==> src/rtl/mem_stage_lsu_if.sv <==
// Data-memory request/grant/read-valid bus between the MEM-stage LSU (master) and data memory (slave).
interface mem_stage_lsu_if;
    logic        dmem_req;
    logic        dmem_we;
    logic [31:0] dmem_addr;
    logic [31:0] dmem_wdata;
    logic        dmem_gnt;
    logic        dmem_rvalid;
    logic [31:0] dmem_rdata;

    modport master (
        output dmem_req, dmem_we, dmem_addr, dmem_wdata,
        input  dmem_gnt, dmem_rvalid, dmem_rdata
    );

    modport slave (
        input  dmem_req, dmem_we, dmem_addr, dmem_wdata,
        output dmem_gnt, dmem_rvalid, dmem_rdata
    );
endinterface

==> src/rtl/mem_stage_lsu.sv <==
// MEM-stage load/store unit: one data access per load/store, upstream stall, MEM/WB register.
// Optional access timeout/abort is built when MEM_TIMEOUT_EN is defined.
module mem_stage_lsu #(
    parameter int unsigned TIMEOUT_CYCLES = 255,
    parameter int unsigned TO_CNT_W       = 8
) (
    input  logic                  clk,
    input  logic                  reset,
    input  logic                  EX_MEM_RegWrite,
    input  logic [1:0]            EX_MEM_MemtoReg,
    input  logic                  EX_MEM_MemRead,
    input  logic                  EX_MEM_MemWrite,
    input  logic [31:0]           EX_MEM_PCplus4,
    input  logic [31:0]           EX_MEM_RegReadData2,
    input  logic [31:0]           EX_MEM_ALUout,
    input  logic [4:0]            EX_MEM_RegWriteAddr,
    mem_stage_lsu_if.master       dmem,
    output logic                  mem_stall,
    output logic                  mem_err,
    output logic                  MEM_WB_RegWrite,
    output logic [1:0]            MEM_WB_MemtoReg,
    output logic [31:0]           MEM_WB_MemReadData,
    output logic [31:0]           MEM_WB_ALUout,
    output logic [31:0]           MEM_WB_PCplus4,
    output logic [4:0]            MEM_WB_RegWriteAddr
);

    typedef enum logic {
        S_IDLE    = 1'b0,
        S_WAIT_RD = 1'b1
    } state_t;

    state_t r_state;

    logic w_op;
    logic w_store;
    logic w_misaligned;
    logic w_issue;
    logic w_store_done;
    logic w_load_done;
    logic w_abort;
    logic w_done;
    logic w_capture;

    // A load+store combination is handled as a store.
    assign w_op         = EX_MEM_MemRead | EX_MEM_MemWrite;
    assign w_store      = EX_MEM_MemWrite;
    assign w_misaligned = w_op & (EX_MEM_ALUout[1:0] != 2'b00);
    assign w_issue      = (r_state == S_IDLE) & w_op & ~w_misaligned;
    assign w_store_done = w_issue & w_store & dmem.dmem_gnt;
    assign w_load_done  = (r_state == S_WAIT_RD) & dmem.dmem_rvalid;
    assign w_done       = w_store_done | w_load_done | w_misaligned | w_abort;
    assign w_capture    = ~w_op | w_store_done | w_load_done;

    assign dmem.dmem_req   = reset & w_issue & ~w_abort;
    assign dmem.dmem_we    = EX_MEM_MemWrite;
    assign dmem.dmem_addr  = {EX_MEM_ALUout[31:2], 2'b00};
    assign dmem.dmem_wdata = EX_MEM_RegReadData2;
    assign mem_stall       = reset & w_op & ~w_done;

`ifdef MEM_TIMEOUT_EN
    logic [TO_CNT_W-1:0] r_to_cnt;
    logic                w_outstanding;

    // Abort fires in the TIMEOUT_CYCLES-th outstanding cycle, so the counter value excludes the current cycle.
    assign w_outstanding = (w_issue & ~dmem.dmem_gnt) |
                           ((r_state == S_WAIT_RD) & ~dmem.dmem_rvalid);
    assign w_abort       = w_outstanding & (r_to_cnt == TO_CNT_W'(TIMEOUT_CYCLES - 1));

    always_ff @(posedge clk or negedge reset) begin
        if (!reset) begin
            r_to_cnt <= '0;
        end else if (w_done | ~w_op) begin
            r_to_cnt <= '0;
        end else if (w_outstanding) begin
            r_to_cnt <= r_to_cnt + 1'b1;
        end
    end
`else
    assign w_abort = 1'b0;
`endif

    // Access FSM, error pulse and MEM/WB pipeline register.
    always_ff @(posedge clk or negedge reset) begin
        if (!reset) begin
            r_state             <= S_IDLE;
            mem_err             <= 1'b0;
            MEM_WB_RegWrite     <= 1'b0;
            MEM_WB_MemtoReg     <= 2'b00;
            MEM_WB_MemReadData  <= '0;
            MEM_WB_ALUout       <= '0;
            MEM_WB_PCplus4      <= '0;
            MEM_WB_RegWriteAddr <= '0;
        end else begin
            case (r_state)
                S_IDLE: begin
                    if (w_issue & dmem.dmem_gnt & ~w_store) begin
                        r_state <= S_WAIT_RD;
                    end
                end
                S_WAIT_RD: begin
                    if (dmem.dmem_rvalid | w_abort) begin
                        r_state <= S_IDLE;
                    end
                end
                default: r_state <= S_IDLE;
            endcase

            mem_err <= w_misaligned | w_abort;

            if (w_capture) begin
                MEM_WB_RegWrite     <= EX_MEM_RegWrite;
                MEM_WB_MemtoReg     <= EX_MEM_MemtoReg;
                MEM_WB_MemReadData  <= w_load_done ? dmem.dmem_rdata : 32'h0;
                MEM_WB_ALUout       <= EX_MEM_ALUout;
                MEM_WB_PCplus4      <= EX_MEM_PCplus4;
                MEM_WB_RegWriteAddr <= EX_MEM_RegWriteAddr;
            end else begin
                MEM_WB_RegWrite     <= 1'b0;
                MEM_WB_MemtoReg     <= 2'b00;
                MEM_WB_MemReadData  <= '0;
                MEM_WB_ALUout       <= '0;
                MEM_WB_PCplus4      <= '0;
                MEM_WB_RegWriteAddr <= '0;
            end
        end
    end

endmodule

==> src/flat_wrapper.sv <==
// flat-port wrapper written by rule: the top's interface ports become plain ports
module mem_stage_lsu_flat 
#(
    parameter int unsigned TIMEOUT_CYCLES = 255,
    parameter int unsigned TO_CNT_W       = 8
)
  (clk, reset, EX_MEM_RegWrite, EX_MEM_MemtoReg, EX_MEM_MemRead, EX_MEM_MemWrite, EX_MEM_PCplus4, EX_MEM_RegReadData2, EX_MEM_ALUout, EX_MEM_RegWriteAddr, mem_stall, mem_err, MEM_WB_RegWrite, MEM_WB_MemtoReg, MEM_WB_MemReadData, MEM_WB_ALUout, MEM_WB_PCplus4, MEM_WB_RegWriteAddr, dmem_dmem_req, dmem_dmem_we, dmem_dmem_addr, dmem_dmem_wdata, dmem_dmem_gnt, dmem_dmem_rvalid, dmem_dmem_rdata);
  mem_stage_lsu_if dmem_i ();
  input  logic clk;
  input  logic reset;
  input  logic EX_MEM_RegWrite;
  input  logic [1:0] EX_MEM_MemtoReg;
  input  logic EX_MEM_MemRead;
  input  logic EX_MEM_MemWrite;
  input  logic [31:0] EX_MEM_PCplus4;
  input  logic [31:0] EX_MEM_RegReadData2;
  input  logic [31:0] EX_MEM_ALUout;
  input  logic [4:0] EX_MEM_RegWriteAddr;
  output logic mem_stall;
  output logic mem_err;
  output logic MEM_WB_RegWrite;
  output logic [1:0] MEM_WB_MemtoReg;
  output logic [31:0] MEM_WB_MemReadData;
  output logic [31:0] MEM_WB_ALUout;
  output logic [31:0] MEM_WB_PCplus4;
  output logic [4:0] MEM_WB_RegWriteAddr;
  output wire logic [$bits(dmem_i.dmem_req)-1:0] dmem_dmem_req;
  output wire logic [$bits(dmem_i.dmem_we)-1:0] dmem_dmem_we;
  output wire logic [$bits(dmem_i.dmem_addr)-1:0] dmem_dmem_addr;
  output wire logic [$bits(dmem_i.dmem_wdata)-1:0] dmem_dmem_wdata;
  input wire logic [$bits(dmem_i.dmem_gnt)-1:0] dmem_dmem_gnt;
  input wire logic [$bits(dmem_i.dmem_rvalid)-1:0] dmem_dmem_rvalid;
  input wire logic [$bits(dmem_i.dmem_rdata)-1:0] dmem_dmem_rdata;
  assign dmem_dmem_req = dmem_i.dmem_req;
  assign dmem_dmem_we = dmem_i.dmem_we;
  assign dmem_dmem_addr = dmem_i.dmem_addr;
  assign dmem_dmem_wdata = dmem_i.dmem_wdata;
  assign dmem_i.dmem_gnt = dmem_dmem_gnt;
  assign dmem_i.dmem_rvalid = dmem_dmem_rvalid;
  assign dmem_i.dmem_rdata = dmem_dmem_rdata;
  mem_stage_lsu #(.TIMEOUT_CYCLES(TIMEOUT_CYCLES), .TO_CNT_W(TO_CNT_W)) u_core (.clk(clk), .reset(reset), .EX_MEM_RegWrite(EX_MEM_RegWrite), .EX_MEM_MemtoReg(EX_MEM_MemtoReg), .EX_MEM_MemRead(EX_MEM_MemRead), .EX_MEM_MemWrite(EX_MEM_MemWrite), .EX_MEM_PCplus4(EX_MEM_PCplus4), .EX_MEM_RegReadData2(EX_MEM_RegReadData2), .EX_MEM_ALUout(EX_MEM_ALUout), .EX_MEM_RegWriteAddr(EX_MEM_RegWriteAddr), .dmem(dmem_i), .mem_stall(mem_stall), .mem_err(mem_err), .MEM_WB_RegWrite(MEM_WB_RegWrite), .MEM_WB_MemtoReg(MEM_WB_MemtoReg), .MEM_WB_MemReadData(MEM_WB_MemReadData), .MEM_WB_ALUout(MEM_WB_ALUout), .MEM_WB_PCplus4(MEM_WB_PCplus4), .MEM_WB_RegWriteAddr(MEM_WB_RegWriteAddr));
endmodule
==> config.mk <==
export PLATFORM = sky130hd
export DESIGN_NAME = mem_stage_lsu_flat
export DESIGN_NICKNAME = d
export VERILOG_FILES = /design/src/rtl/mem_stage_lsu_if.sv /design/src/rtl/mem_stage_lsu.sv /design/src/flat_wrapper.sv
export SDC_FILE = /design/constraint.sdc
export NUM_CORES = 1
export LEC_CHECK = 0
export ABC_AREA = 1
export CAP_MARGIN = 10
export CORE_AREA = 3 3 120 122
export CTS_CLUSTER_SIZE = 40
export DETAILED_ROUTE_END_ITERATION = 8
export DIE_AREA = 0 0 123 125
export GPL_TIMING_DRIVEN = 0
export HOLD_SLACK_MARGIN = 0.02
export PLACE_DENSITY = 0.84
export SLEW_MARGIN = 20
export SYNTH_ARGS = -nofsm -noshare
export SYNTH_HDL_FRONTEND = slang
export SYNTH_SLANG_ARGS = --single-unit
==> constraint.sdc <==
create_clock -name clk -period 2.1 [get_ports clk]
set_input_delay 0.525 -clock clk [delete_from_list [all_inputs] [get_ports clk]]
set_output_delay 0.525 -clock clk [all_outputs]
set_load 0.005 [all_outputs]
### Word level (Yosys, flattened, before mapping)

Index checks and enable logic that the tools add are counted.

* bits in registers: 106
* input bits: 142

* mux-type cells: 10
* bitwise gates (word level): 21
* reduce and logical (&&, ||, !) cells: 1

Operators by type and width (number)
* $mux 32: 4
* $and 1x1->1: 11
* $mux 5: 1
* $not 1->1: 5
* $or 1x1->1: 5
* $mux 1: 3
* $mux 2: 1
* $pmux 1 s2: 1
* $reduce_bool 2->1: 1

### Depth between registers and ports, before layout

Gate-level depths: netlist of the first run.

* word-level depth: 10
* depth in mapped cells: 6
* depth with buffers taken out: 5

### Worst setup path before layout of the first run

Ideal clock, no wire load.

* path type: in2out
* from: input port EX_MEM_MemWrite
* to: output port mem_stall
* arrival: 1.149 ns
* path slack: 0.426 ns
* cell stages on the path: 4
* cells stage by stage: or2_2 o21ai_0 nand2_1 nor2_1

* cells in the longest elaborated chain, start to end: 10

RTL lines
* start: declaration: line flat_wrapper.sv:14 `input logic EX_MEM_MemWrite;`
* $or 1x1->1: line mem_stage_lsu.sv:46 `assign w_op = EX_MEM_MemRead | EX_MEM_MemWrite;`
* $and 1x1->1: line mem_stage_lsu.sv:48 `assign w_misaligned = w_op & (EX_MEM_ALUout[1:0] != 2'b00);`
* $not 1->1: line mem_stage_lsu.sv:49 `assign w_issue = (r_state == S_IDLE) & w_op & ~w_misaligned;`
* $and 1x1->1: line mem_stage_lsu.sv:49
* $and 1x1->1 (2 in a row): line mem_stage_lsu.sv:50 `assign w_store_done = w_issue & w_store & dmem.dmem_gnt;`
* $or 1x1->1 (2 in a row): line mem_stage_lsu.sv:52 `assign w_done = w_store_done | w_load_done | w_misaligned | w_abort;`
* $not 1->1: line mem_stage_lsu.sv:59 `assign mem_stall = reset & w_op & ~w_done;`
* $and 1x1->1 *: line mem_stage_lsu.sv:59
* end: declaration: line flat_wrapper.sv:19 `output logic mem_stall;`

Mark *: on every way between the ends. The rest lies on a longest branch, timed or not.

### Worst setup path after layout of the first run

Ends and elaborated chain as after synthesis.

==> results of run 1 <==
-- logic make-up (layout without fill, tap and decap cells) --
kind of cell | count (synthesis) | in the layout | share of synthesized area
DFF | 106 | 106 | 0.638
other | 1 | 2 | 0.000902
buffers and inverters | 182 | 485 | 0.236
AOI/OAI and AO/OA | 3 | 3 | 0.00481
and+or+nand+nor | 117 | 117 | 0.121
-- routing by layer --
| layer | vias up | track usage |
|---|---|---|
| li1 | 1659 | - |
| met1 | 1599 | 0.159 |
| met2 | 184 | 0.303 |
| met3 | 10 | 0.0673 |
| met4 | 0 | 0.0515 |
| met5 | - | 0 |
-- state kept, by name, summed over array words and instances, names as in the netlist --
| register | cells |
|---|---|
| u_core.MEM_WB_RegWrite | 1 |
| u_core.MEM_WB_RegWriteAddr | 5 |
| u_core.mem_err | 1 |
| u_core.MEM_WB_MemtoReg | 2 |
| u_core.MEM_WB_PCplus4 | 32 |
| u_core.MEM_WB_ALUout | 32 |
| u_core.MEM_WB_MemReadData | 32 |
| u_core.r_state | 1 |
-- placed cells by master, fill, tap and decap left out --
cell type	instances
buf_16	1
buf_2	2
buf_4	72
buf_6	8
bufinv_16	1
clkbuf_1	3
clkbuf_16	9
clkdlybuf4s50_1	241
clkinv_4	1
clkinvlp_4	4
conb_1	2
dfrtp_1	106
dlygate4sd2_1	31
dlymetal6s2s_1	4
inv_1	104
inv_2	3
inv_6	1
nand2_1	2
nand2_4	2
nand4_1	2
nor2_1	96
nor2_2	12
nor2_8	1
nor3b_1	1
o21ai_2	1
o21bai_1	2
or2_4	1
-- through the flow --
| step | util | instance area (um2) | hold slack [ps] | std cells | worst slack (ps) |
|---|---|---|---|---|---|
| floorplan | - | 4160 | 229 | 410 | 426 |
| global placement | 0.540 | 7170 | 598 | 865 | -3920 |
| detailed placement | 0.542 | 7200 | 493 | 866 | -683 |
| CTS | 0.564 | 7500 | 116 | 885 | -12.7 |
| global route | 0.567 | 7540 | 141 | 889 | 42.9 |
| finish | 0.567 | 7540 | 108 | 889 | 112 |
-- what timing repair did --
item | in CTS | in global routing
gates resized for setup | 45 | 6
setup buffers | 3 | 4
pin swaps | 1 | 6
endpoints found under the setup margin | 33 | 2
hold buffers | 0 | 0
cloned | 0 | 0
-- worst max path at each step --
stage / end / cells after the start / slack [ps]
detailed placement: mem_stall / 6 / -680
CTS: mem_stall / 6 / -10
finish: mem_stall / 6 / 110
floorplan: mem_stall / 4 / 430
global placement: dmem_dmem_req / 3 / -3920
global route: mem_stall / 6 / 40
-- report_power, final --
group / total [uW] / internal [uW] / switching, uW
logic: 884 / 571 / 313
clock network: 1710 / 931 / 774
registers: 2160 / 2140 / 25.8
-- layout make-up --
cell class / instances / area share
Inverter: 107 / 0.0533
Tap cell: 176 / 0.0292
Timing Repair Buffer: 287 / 0.376
Buffer: 75 / 0.0767
Multi-Input combinational cell: 122 / 0.0724
Sequential cell: 106 / 0.352
Clock inverter: 7 / 0.0103
Clock buffer: 9 / 0.0299
-- critical path, cell delays in order --
cell	delay, ps
dlygate4sd2_1	290
or2_4	280
o21ai_2	70
nand2_1	60
nor2_1	90
buf_2	130
==> impl_metrics.ini, run 1 <==
[flow_run]
maxCapViolations = 0

[worst_setup_path]
critPathLaunch = EX_MEM_MemWrite
end_kind = primary output
rr_endpoint = u_core.MEM_WB_PCplus4[30]
crit_path_max_fanout = 4
rr_startpoint = u_core.r_state
arrival_ps = 1460
rrSetupSlack_ps = 760
criticalPathCategory = in -> out
rr_worst_depth = 6
cp.required_ps = 1570
worstSetupStartpointType = primary input

[synth]
yosysSeqAreaShare = 0.638
synth_edf_count = 0
post_synth_inst_count = 409
synthTopCellsByArea = dfrtp_1 (64%), buf_4 (12%), inv_1 (9.6%), nor2_1 (8.8%), buf_6 (1.9%)
ys_types = 17
syn_area_mm2 = 0.00416
yosys.area.top_type_share = 0.638
synth_seq_cells = 106
yosysWarnings = 0
synth_top_cell_by_area = dfrtp_1
synthFlopType = dfrtp_1
yosys-top-cells-count = dfrtp_1 (106), inv_1 (106), nor2_1 (97)
synthArstFlopShare = 1.00
syn_area_per_cell_um2 = 10.2

[route]
antenna_left = 0
routed_wl_um = 12500
drt-initial-drc-count = 125
route.met2.wl_um = 6820
via_per_inst = 3.88
drc = 0
routedWlPerCell_um = 14.0
first_pass_iters = 4
via_count = 3452
route.met3.wl_um = 1390
wl_met1_um = 4090
routed.top_layer = met4

[cells_and_area]
final_layout_size_suffix_gt1_frac = 0.167
antennaDiodeCount = 0
multi_input_area_um2 = 546
area_delta_synth_final_pct = 81.3
fillers = 1159
nNetsFinal = 850
final-seq-area_mm2 = 0.00265

[global_route]
grt_pass1_vias = 3718
gr-total-overflow = 0
grt_pass1_wl_um = 18900
antenna_found_initial = 0
grt_use_total = 0.162
grt_max_degree = 59

[clocking]
clk_pin_slew_ps = 70
clock_path_buffers = 2
worstSkewPairLatency_ps = 350
cts_max_level = 3
clock_sinks = 106
cts-root-buf = clkbuf_16
tritoncts = built
numCtsBuffers = 9

[floorplanning]
core_area_mm2 = 0.0133
rows = 42
ios = 314
die_y_um = 125
initial_core_util = 0.313
die_w_um = 123
dieArea_mm2 = 0.0154

[timing]
fin_skew_ps = 9.90
hold_viol = 0
setup_viol = 0
fmax_ghz = 0.503
report.final.slew_viol_count = 0
period_needed_ps = 1990
finalSetupTns_ps = 0
grt_setup_unrepaired = no
period_share = 0.947

[worst_hold_path]
hold_class = in -> async

[placement]
dp_hpwl_um = 10100
portBuffers = 279
finalWeightedCongestion = 0.743

[power_and_ir_drop]
p_leak_uw = 0.00394
vdd.ir_drop.worst_mv = 0.338
power_uw = 4750
powerDensity_mw_per_mm2 = 630

[status]
status = finished, final reports clean
Power figures use the tool's default switching activity.
==> inputs of run 2 (changes only) <==
- CORE_AREA: 3 3 120 122 -> 3 3 119 121
- CTS_CLUSTER_DIAMETER: default -> 100
- DIE_AREA: 0 0 123 125 -> 0 0 122 124
- DONT_BUFFER_PORTS: default -> 1
- PLACE_DENSITY: 0.84 -> 0.55
==> run 2 against run 1 <==
The run now ends with hold timing left. Core utilization decreased by 21 points. Sequential power increased by 2%. Final area decreased by 38%. Clock power about the same. Cell count decreased by 32%.
==> impl_metrics.ini, run 2 (same netlist as run 1, synthesis figures left out) <==
[worst_setup_path]
rr_endpoint = u_core.MEM_WB_ALUout[0]
criticalPathCategory = reg -> out
rr_worst_depth = 5
arrival_ps = 1390
rrSetupSlack_ps = 780
end_kind = primary output
rr_startpoint = u_core.r_state
cp.required_ps = 1570
worstSetupStartpointType = flip-flop
crit_path_max_fanout = 6

[route]
via_per_inst = 4.00
first_pass_iters = 4
drt-initial-drc-count = 132
routed_wl_um = 9760
antenna_left = 0
routedWlPerCell_um = 16.2
drc = 0
via_count = 2410

[cells_and_area]
reg.largest.list = u_core.MEM_WB_ALUout (32), u_core.MEM_WB_MemReadData (32), u_core.MEM_WB_PCplus4 (32)
final_layout_size_suffix_gt1_frac = 0.244
nNetsFinal = 563
postLayoutCellArea_mm2 = 0.00468
area_delta_synth_final_pct = 12.7
layout_common_cells = inv_1 (106), dfrtp_1 (106), nor2_1 (97)
antennaDiodeCount = 0

[timing]
finalSetupTns_ps = 0
hold_viol = 106
report.final.slew_viol_count = 0
period_share = 0.914
grt_setup_unrepaired = no
fin_skew_ps = 8.65
setup_viol = 0
fmax_ghz = 0.521
whs_ps = -131
period_needed_ps = 1920

[global_route]
grt_pass1_vias = 2418
grt_pass1_wl_um = 13400
gr-total-overflow = 0
grt_max_degree = 109
antenna_found_initial = 0
grt_use_total = 0.121

[placement]
dp_hpwl_um = 7740
finalWeightedCongestion = 0.793
dpl_cell_area_mm2 = 0.00438
portBuffers = 0

[flow_run]
maxCapViolations = 0

[clocking]
cts-root-buf = clkbuf_16
cts_max_level = 3
tritoncts = built
clock_sinks = 106
cts_setup_buffers = 0
clock_path_buffers = 2
numCtsBuffers = 9
worstSkewPairLatency_ps = 340
clk_pin_slew_ps = 80

[power_and_ir_drop]
p_leak_uw = 0.00276
powerDensity_mw_per_mm2 = 895
vdd.ir_drop.worst_mv = 0.345

[floorplanning]
initial_core_util = 0.315
die_w_um = 122
ios = 314
dieArea_mm2 = 0.0151
core_area_mm2 = 0.0132
rows = 42
die_y_um = 124

[status]
status = complete, but fails checks
violations = hold timing

[worst_hold_path]
hold_class = in -> async
-- run 2: area by class of cell --
| class | instances | area [um2] |
|---|---|---|
| multi-input combinational | 122 | 532 |
| tap | 176 | 220 |
| clock buffer | 9 | 225 |
| inverter | 107 | 402 |
| buffer | 75 | 578 |
| sequential | 106 | 2650 |
| clock inverter | 7 | 75.1 |
| fill | 1323 | 8510 |
-- run 2: worst max path at each step --
stage	slack, ps	cells after the start	endpoint	from
after global placement	240	4	mem_stall	EX_MEM_MemWrite
after detailed placement	270	4	mem_stall	EX_MEM_MemWrite
final	180	4	mem_stall	u_core.r_state
after global routing	80	4	mem_stall	u_core.r_state
after CTS	30	4	mem_stall	u_core.r_state
after floorplan	430	4	mem_stall	EX_MEM_MemWrite
-- run 2: stage by stage --
| stage | hold slack (ps) | setup slack (ps) | total power [uW] | utilization | cells |
|---|---|---|---|---|---|
| 3_5_place_dp | 232 | 266 | 2550 | 0.332 | 586 |
| 3_3_place_gp | 232 | 243 | 2540 | 0.332 | 586 |
| 5_1_grt | -160 | 78.3 | 4390 | 0.355 | 602 |
| 4_1_cts | -154 | 27.5 | 4270 | 0.355 | 602 |
| 6_report | -131 | 180 | 4190 | 0.355 | 602 |
| 2_1_floorplan | 229 | 426 | 2470 | - | 410 |
-- run 2: worst max-delay path, cell delays in order (launching register included) --
cell      delay (ps)
dfrtp_1          420
nand2_2          170
nand2_4           90
o21bai_1         160
nor2_1           220
-- run 2: per-layer routing --
layer / routed length [um] / GRT usage / part of all wire / vias to the layer above
li1: - / - / - / 1086
met1: 3120 / 0.119 / 0.32 / 1141
met2: 5420 / 0.220 / 0.56 / 174
met3: 1100 / 0.0581 / 0.11 / 9
met4: 118 / 0.0462 / 0.012 / 0
met5: 0 / 0 / 0 / -
-- run 2: repair_timing --
item,CTS,global route
endpoints found under the hold margin,106,106
resized for setup,0,1
endpoints found under the setup margin,0,1
-- run 2: power by group --
| part | internal (uW) | switching (uW) |
|---|---|---|
| Combinational | 146 | 152 |
| Clock | 935 | 764 |
| Sequential | 2140 | 58.9 |
| Total | 3220 | 976 |
==> inputs of run 3 (changes only) <==
- SLEW_MARGIN: 20 -> default
==> results of run 3 <==
Same layout as run 2: the final DEF is identical, and so are final timing and power.
